### src/rtl/disp_scan.sv
`default_nettype none
// disp_scan: time-multiplexed common-anode 7-segment scanner with per-slot
// anti-ghost dead time and frame-synchronous (tear-free) word update.
module disp_scan #(
  parameter int NUM_DIGITS  = 4,
  parameter int REFRESH_DIV = 100000,
  parameter int BLANK_CYC   = 16
) (
  input  logic                    clk,
  input  logic                    rst_n,
  input  logic [4*NUM_DIGITS-1:0] value_in,
  input  logic                    load,
  input  logic [NUM_DIGITS-1:0]   digit_en,
  input  logic [NUM_DIGITS-1:0]   dp_in,
  output logic [3:0]              disp_val,
  output logic [NUM_DIGITS-1:0]   an_out,
  output logic                    dp_out,
  output logic                    frame_done,
  output logic                    pending
);

  localparam int IDX_W = (NUM_DIGITS > 1) ? $clog2(NUM_DIGITS) : 1;
  localparam int CNT_W = $clog2(REFRESH_DIV + 1);

  localparam logic [CNT_W-1:0] DEAD_LEN = CNT_W'(BLANK_CYC);
  localparam logic [CNT_W-1:0] ON_LEN   = CNT_W'(REFRESH_DIV - BLANK_CYC);
  localparam logic [CNT_W-1:0] CNT_ONE  = CNT_W'(1);
  localparam logic [IDX_W-1:0] LAST_IDX = IDX_W'(NUM_DIGITS - 1);

  localparam logic [0:0] ST_DEAD = 1'b0;
  localparam logic [0:0] ST_ON   = 1'b1;

  logic [0:0]              state, state_nxt;
  logic [CNT_W-1:0]        cnt, cnt_nxt;
  logic [IDX_W-1:0]        idx, idx_nxt;
  logic                    en_smp, en_smp_nxt;
  logic                    dp_smp, dp_smp_nxt;
  logic [4*NUM_DIGITS-1:0] active, active_nxt;
  logic [4*NUM_DIGITS-1:0] shadow, shadow_nxt;
  logic                    pending_nxt;
  logic [3:0]              disp_nxt;
  logic [NUM_DIGITS-1:0]   an_nxt;
  logic                    dp_nxt;
  logic                    fd_nxt;

  // cnt holds the 1-based position inside the current state; reset leaves it
  // at 0 so the first DEAD period after reset lasts one extra cycle.
  always_ff @(posedge clk) begin
    if (!rst_n) begin
      state      <= ST_DEAD;
      cnt        <= '0;
      idx        <= '0;
      en_smp     <= 1'b0;
      dp_smp     <= 1'b0;
      active     <= '0;
      shadow     <= '0;
      pending    <= 1'b0;
      disp_val   <= 4'd0;
      an_out     <= '1;
      dp_out     <= 1'b0;
      frame_done <= 1'b0;
    end else begin
      state      <= state_nxt;
      cnt        <= cnt_nxt;
      idx        <= idx_nxt;
      en_smp     <= en_smp_nxt;
      dp_smp     <= dp_smp_nxt;
      active     <= active_nxt;
      shadow     <= shadow_nxt;
      pending    <= pending_nxt;
      disp_val   <= disp_nxt;
      an_out     <= an_nxt;
      dp_out     <= dp_nxt;
      frame_done <= fd_nxt;
    end
  end

  always_comb begin
    state_nxt  = state;
    cnt_nxt    = cnt + CNT_ONE;
    idx_nxt    = idx;
    en_smp_nxt = en_smp;
    dp_smp_nxt = dp_smp;
    case (state)
      ST_DEAD: begin
        if (cnt >= DEAD_LEN) begin
          state_nxt  = ST_ON;
          cnt_nxt    = CNT_ONE;
          en_smp_nxt = digit_en[idx];
          dp_smp_nxt = dp_in[idx];
        end
      end
      default: begin
        if (cnt >= ON_LEN) begin
          state_nxt = ST_DEAD;
          cnt_nxt   = CNT_ONE;
          idx_nxt   = (idx == LAST_IDX) ? '0 : idx + IDX_W'(1);
        end
      end
    endcase
  end

  // frame_done marks the boundary cycle; a load landing on it bypasses the shadow.
  always_comb begin
    active_nxt  = active;
    shadow_nxt  = shadow;
    pending_nxt = pending;
    if (frame_done) begin
      if (load) begin
        active_nxt = value_in;
        shadow_nxt = value_in;
      end else if (pending) begin
        active_nxt = shadow;
      end
      pending_nxt = 1'b0;
    end else if (load) begin
      shadow_nxt  = value_in;
      pending_nxt = 1'b1;
    end
  end

  always_comb begin
    disp_nxt = active_nxt[{idx, 2'b00} +: 4];
    an_nxt   = '1;
    if (state == ST_ON && en_smp) begin
      an_nxt[idx] = 1'b0;
    end
    dp_nxt = (state == ST_ON) && dp_smp;
    fd_nxt = (state == ST_ON) && (cnt == ON_LEN) && (idx == LAST_IDX);
  end

endmodule
`default_nettype wire
### config.mk
export PLATFORM = sky130hd
export DESIGN_NAME = disp_scan
export DESIGN_NICKNAME = d
export VERILOG_FILES = /design/src/rtl/disp_scan.sv
export SDC_FILE = /design/constraint.sdc
export NUM_CORES = 1
export LEC_CHECK = 0
export ABC_CLOCK_PERIOD_IN_PS = 1900
export CAP_MARGIN = 20
export CORE_AREA = 3 3 84 86
export DETAILED_ROUTE_END_ITERATION = 12
export DIE_AREA = 0 0 87 89
export GPL_ROUTABILITY_DRIVEN = 0
export GPL_TIMING_DRIVEN = 0
export PLACE_DENSITY = 0.74
export SLEW_MARGIN = 15
export SYNTH_ARGS = -nofsm -noshare
export SYNTH_HDL_FRONTEND = slang
export SYNTH_SLANG_ARGS = --single-unit
### constraint.sdc
create_clock -name clk -period 1.9 [get_ports clk]
set_input_delay 0.19 -clock clk [delete_from_list [all_inputs] [get_ports clk]]
set_output_delay 0.19 -clock clk [all_outputs]
set_load 0.05 [all_outputs]
; Word level (Yosys, flattened, before mapping)
; Index checks and enable logic that the tools add are counted.
[totals]
regBits = 65
in_bits = 27
out_inout_bits = 11
word_cells = 49
[op_classes]
add_sub_neg = 2
n_lt_le_gt_ge = 4
eq_ne = 2
shift = 1
mux = 16
bitwise_logic = 3
reduce_logical = 9
[ops]
columns = operator, count
row1 = $mux 17, 3
row2 = $mux 16, 3
row3 = $add 17x1->17 const B, 1
row4 = $eq 17x17->1 const B, 1
row5 = $ge 17x17->1 const B, 1
row6 = $ge 17x5->1 const B, 1
row7 = $shiftx 16x5->4, 1
row8 = $mux 1, 6
row9 = $reduce_and 2->1, 3
row10 = $logic_and 1x1->1, 5
row11 = $bmux 1 s2, 2
row12 = $not 4->4, 1
row13 = $lt 2x3->1 const B, 1
row14 = $add 2x1->2 const B, 1
row15 = $demux 1 s2, 1
row16 = $eq 2x2->1 const B, 1
row17 = $ge 2x1->1 const B, 1
row18 = $mux 2, 1
row19 = $not 1->1, 2
row20 = $reduce_or 2->1, 1

; Depth between registers and ports, before layout
; Gate-level depths: netlist of run 1.
[logic_depth]
depth_word = 5
ltp_mapped = 7
mapped_depth_nobuf = 6

; Worst setup path after synthesis of run 1
; OpenSTA, ideal clock, no wires.
[synth_timing]
path_type = reg2reg
from = reg frame_done
to = reg disp_val[1]
arrival_time_ps = 1699
setup_slack_ps = 123
path_stages_with_launch = 7
path_buffers = 2
synth_period_minus_slack_ps = 1777
path_cell_list = dfxtp_1 > buf_2 > buf_1 > o22ai_1 > a21oi_1 > o22ai_1 > nor3_1
[synth_between]
elab_chain_cells = 2
[synth_rtl]
columns = item, line_no
row1 = from (decl), 18  ; output logic frame_done,
row2 = from (signal assigned), 74  ; frame_done <= fd_nxt;
row3 = $mux 16, 108  ; if (frame_done) begin
row4 = $shiftx 16x5->4, 123  ; disp_nxt = active_nxt[{idx, 2'b00} +: 4];
row5 = to (signal assigned), 71  ; disp_val <= disp_nxt;
row6 = to (decl), 15  ; output logic [3:0] disp_val,
; No other way between the ends.
; A chain may end at the register's enable or synchronous reset.

; Final worst setup path of run 1
[layout_timing]
from = reg cnt[0]
to = reg cnt[14]
[layout_between]
elab_chain_cells = 3
word_cells_on_any_way = 6
[layout_rtl]
columns = item, line_no
row1 = from (decl), 34  ; logic [CNT_W-1:0] cnt, cnt_nxt;
row2 = from (signal assigned), 64  ; cnt <= cnt_nxt;
row3 = $add 17x1->17 (tied with other cells), 80  ; cnt_nxt = cnt + CNT_ONE;
row4 = $mux 17 (on tied branches), "86, 94"
row5 = $mux 17 *, 84  ; case (state)
; Mark *: on every way between the ends. The rest lies on a longest branch, timed or not.

==> results.ini, run 1 <==
[run_status]
run_status = completed

[clock_tree]
clk_latency_ns = 0.34
cts_num_sinks = 65
clk_transition_reported_paths_ns = 0.08
ctsRootBufferMaster = sky130_fd_sc_hd__clkbuf_8
cts_inserted_buffers = 9
htreeDepth = 3
cts_tree = yes
ctsLongestPathBuffers = 2

[timing]
tns_ns = 0
max_freq_mhz = 565
finClkSkew_ns = 0.0145
finalWorstPathRequiredPeriod_ns = 1.77
pins_over_slew_limit = 0
setup-violations-final = 0
holdWs_ns = 0.309
finalHoldViolations = 0
timing_worst_slew_pin_value_ns = 0.557
fraction_of_the_cycle_the_final_worst_path_needs_pct = 93.2
slew_headroom_pct = 62.9

[routing]
drt_wl_total_um = 6590
drt_pass1_iterations = 4
detailedRoute.firstIterationViolations = 155
vias = 2409
route.detailed.drc = 0
ant_nets = 0
post_drt_wl_per_cell_um = 15.1
detail_route.vias_per_cell = 5.53

[synth]
synthMostInstantiatedCell = sky130_fd_sc_hd__dfxtp_1
yosys_warnings = 0
synthesis.area_per_instance_um2 = 9.15
mappedNetlistArea_um2 = 2810
syn_nets = 340
post_synth_edffs = 0
ys_async_sr_fraction_pct = 0
synth_commonest_cells = 65 x sky130_fd_sc_hd__dfxtp_1, 37 x sky130_fd_sc_hd__nor2_1, 32 x sky130_fd_sc_hd__o22ai_1
netlist_top_cells_area = sky130_fd_sc_hd__dfxtp_1 46%, sky130_fd_sc_hd__mux2i_1 7.1%, sky130_fd_sc_hd__o22ai_1 7.1%
post_synth_inst_count = 307
synth_seq_area_share_pct = 46.3
post-synth-top-area-fraction_pct = 46.3
postSynth.topFlopCell = sky130_fd_sc_hd__dfxtp_1
synthDistinctLibCells = 37
ys_ff_latch = 65
synth.largest_area_cell = sky130_fd_sc_hd__dfxtp_1

[die]
die_x_um = 87
boundaryPins = 38
design.die.area_um2 = 7740
placementRows = 29
initial_core_util_pct = 44.2
fp.dieH_um = 89
design.core.area_um2 = 6350

[critical_path]
crit-reg2reg-capture = cnt[14]$_SDFF_PN0_
regToRegSetupSlack_ns = 0.13
timing.setup.critical_path_class = reg -> reg
worst_r2r_startpoint = cnt[0]$_SDFF_PN0_
setup.worst_path.start_class = flop
worst-endpoint-arrival_ns = 2.00
worst_path_maximum_fanout = 6
cpMostUsedCell = sky130_fd_sc_hd__nor2_2
cell_type_of_the_slowest_stage_on_the_worst_timing_path = sky130_fd_sc_hd__or4_4
critPathCaptureType = flop
critPathMaxStageDelay_ns = 0.59
rr_worst_depth = 6
cp.required_ns = 2.13
cp_cell_sequence = ha_1 -> inv_1 -> or4_4 -> nor2_2 -> xnor2_1 -> nor2_2

[hold_path]
min_from = rst_n
hold_depth = 3
whs_endpoint = active[4]$_SDFF_PN0_
hold_path_class = in -> reg

[finish]
post_route_cells_drive_above_1_share_pct = 10.6
fin_nets = 387
utilization_pct = 55.7
insertedDiodeCount = 0
final.fill_count = 549
finalInstanceArea_um2 = 3530
area_delta_synth_final_pct = 25.8

[global_routing]
grt_start_max_net_pins = 20
grt_util_all_layers_pct = 18.0
grt_pass1_wl_um = 10900
grt_pass1_vias = 2433
initial_antenna_violation_count = 0
globalRoute.totalOverflow = 0

[placed_design]
placed_area_um2 = 3260
port_buffers = 35
dp.final_hpwl_um = 4550

[power]
vdd.ir_drop.worst_uv = 644
p_per_area_nw_per_um2 = 855
total_power_mw = 3.02
power.leakage_nw = 1.37

[job]
drv_cap = 0

-- worst max-delay path, delay by kind of cell, from the launching register on --
family	cells	cell delay (ns)
and+or+nand+nor	3	0.76
DFF	1	0.44
adders and majority gates	1	0.24
buffers and inverters	1	0.10
xor gates and xnor gates	1	0.14
-- routing by layer --
layer	wire (um)	up-vias	GRT usage, %	share of wire [%]
met5	0	-	0	0
met2	3270	83	30.6	50
met1	2820	1116	20.4	43
met4	129	0	7.08	2.0
met3	368	12	6.91	5.6
li1	-	1198	-	-
-- layout make-up --
type                            count  area, um2  share of cell area (%)
Buffer                             15       67.6                    1.91
Clock buffer                       10        128                    3.61
Sequential cell                    65       1300                    36.8
Tap cell                           77       96.3                    2.73
Multi-Input combinational cell    215       1420                    40.0
Timing Repair Buffer               38        373                    10.5
Inverter                           10       37.5                    1.06
Clock inverter                      6        115                    3.26
-- how the worst max path moves through the flow --
stage / startpoint / endpoint / depth (start not counted)
3_5_place_dp: frame_done$_SDFF_PN0_ / disp_val[2]$_SDFF_PN0_ / 6
5_1_grt: cnt[14]$_SDFF_PN0_ / cnt[6]$_SDFF_PN0_ / 6
4_1_cts: pending$_SDFFE_PP0P_ / disp_val[2]$_SDFF_PN0_ / 6
6_report: cnt[0]$_SDFF_PN0_ / cnt[14]$_SDFF_PN0_ / 6
3_3_place_gp: frame_done$_SDFF_PN0_ / disp_val[2]$_SDFF_PN0_ / 6
2_1_floorplan: frame_done$_SDFF_PN0_ / disp_val[1]$_SDFF_PN0_ / 6
-- cell usage in the layout (no fill, tap or decap), types with 8 or more instances in the layout --
master | synthesis | routed
sky130_fd_sc_hd__clkbuf_8 | 0 | 9
sky130_fd_sc_hd__inv_1 | 10 | 10
sky130_fd_sc_hd__clkbuf_1 | 9 | 9
sky130_fd_sc_hd__clkdlybuf4s50_1 | 0 | 35
sky130_fd_sc_hd__and2_1 | 14 | 14
sky130_fd_sc_hd__dfxtp_1 | 65 | 64
sky130_fd_sc_hd__nor3_1 | 8 | 8
sky130_fd_sc_hd__nand2_1 | 17 | 17
sky130_fd_sc_hd__mux2i_1 | 20 | 20
sky130_fd_sc_hd__nor2_1 | 37 | 37
sky130_fd_sc_hd__o22ai_1 | 32 | 32
sky130_fd_sc_hd__xnor2_1 | 8 | 8
sky130_fd_sc_hd__a21oi_1 | 18 | 18
-- sequential cells by signal, summed over array words and instances (netlist names) --
register and flops:
state 1, idx 2, en_smp 1, pending 1, an_out 4, cnt 17
dp_smp 1, disp_val 4, dp_out 1, active 16, frame_done 1, shadow 16
-- stage by stage --
step                      std cells  setup slack [ns]
after floorplan                 307             0.123
after global placement          419            0.0251
after detailed placement        419            0.0208
after CTS                       434            0.0460
after global routing            436           -0.0202
final                           436             0.129
-- logic make-up (layout without fill, tap and decap cells) --
family	count (synthesis)	after routing	share of synthesized area, %
DFF	65	65	46.3
adders and majority gates	6	6	2.67
muxes	22	22	8.73
xor gates and xnor gates	14	14	4.37
AOI/OAI and AO/OA	61	61	13.0
and+or+nand+nor	112	112	21.1
buffers and inverters	27	79	3.88
-- timing repair --
action,4_1_cts,5_1_grt
resized for setup,0,7
pin swaps,0,2
hold buffers,0,0
buffers inserted,0,3
setup endpoints to repair,1,11
-- power by group --
part / switching [mW] / total [mW] / internal (mW)
registers: 0.0200 / 1.41 / 1.39
clock network: 0.541 / 1.42 / 0.879
logic: 0.0935 / 0.191 / 0.0980
total: 0.655 / 3.02 / 2.37
Note: power is estimated with default switching activity, not from simulation.
==> run 2: changes to the inputs <==
HOLD_SLACK_MARGIN = 0.06   (was default)
==> results of run 2 <==
Same layout as run 1: the final DEF is identical, and so are final timing and power.
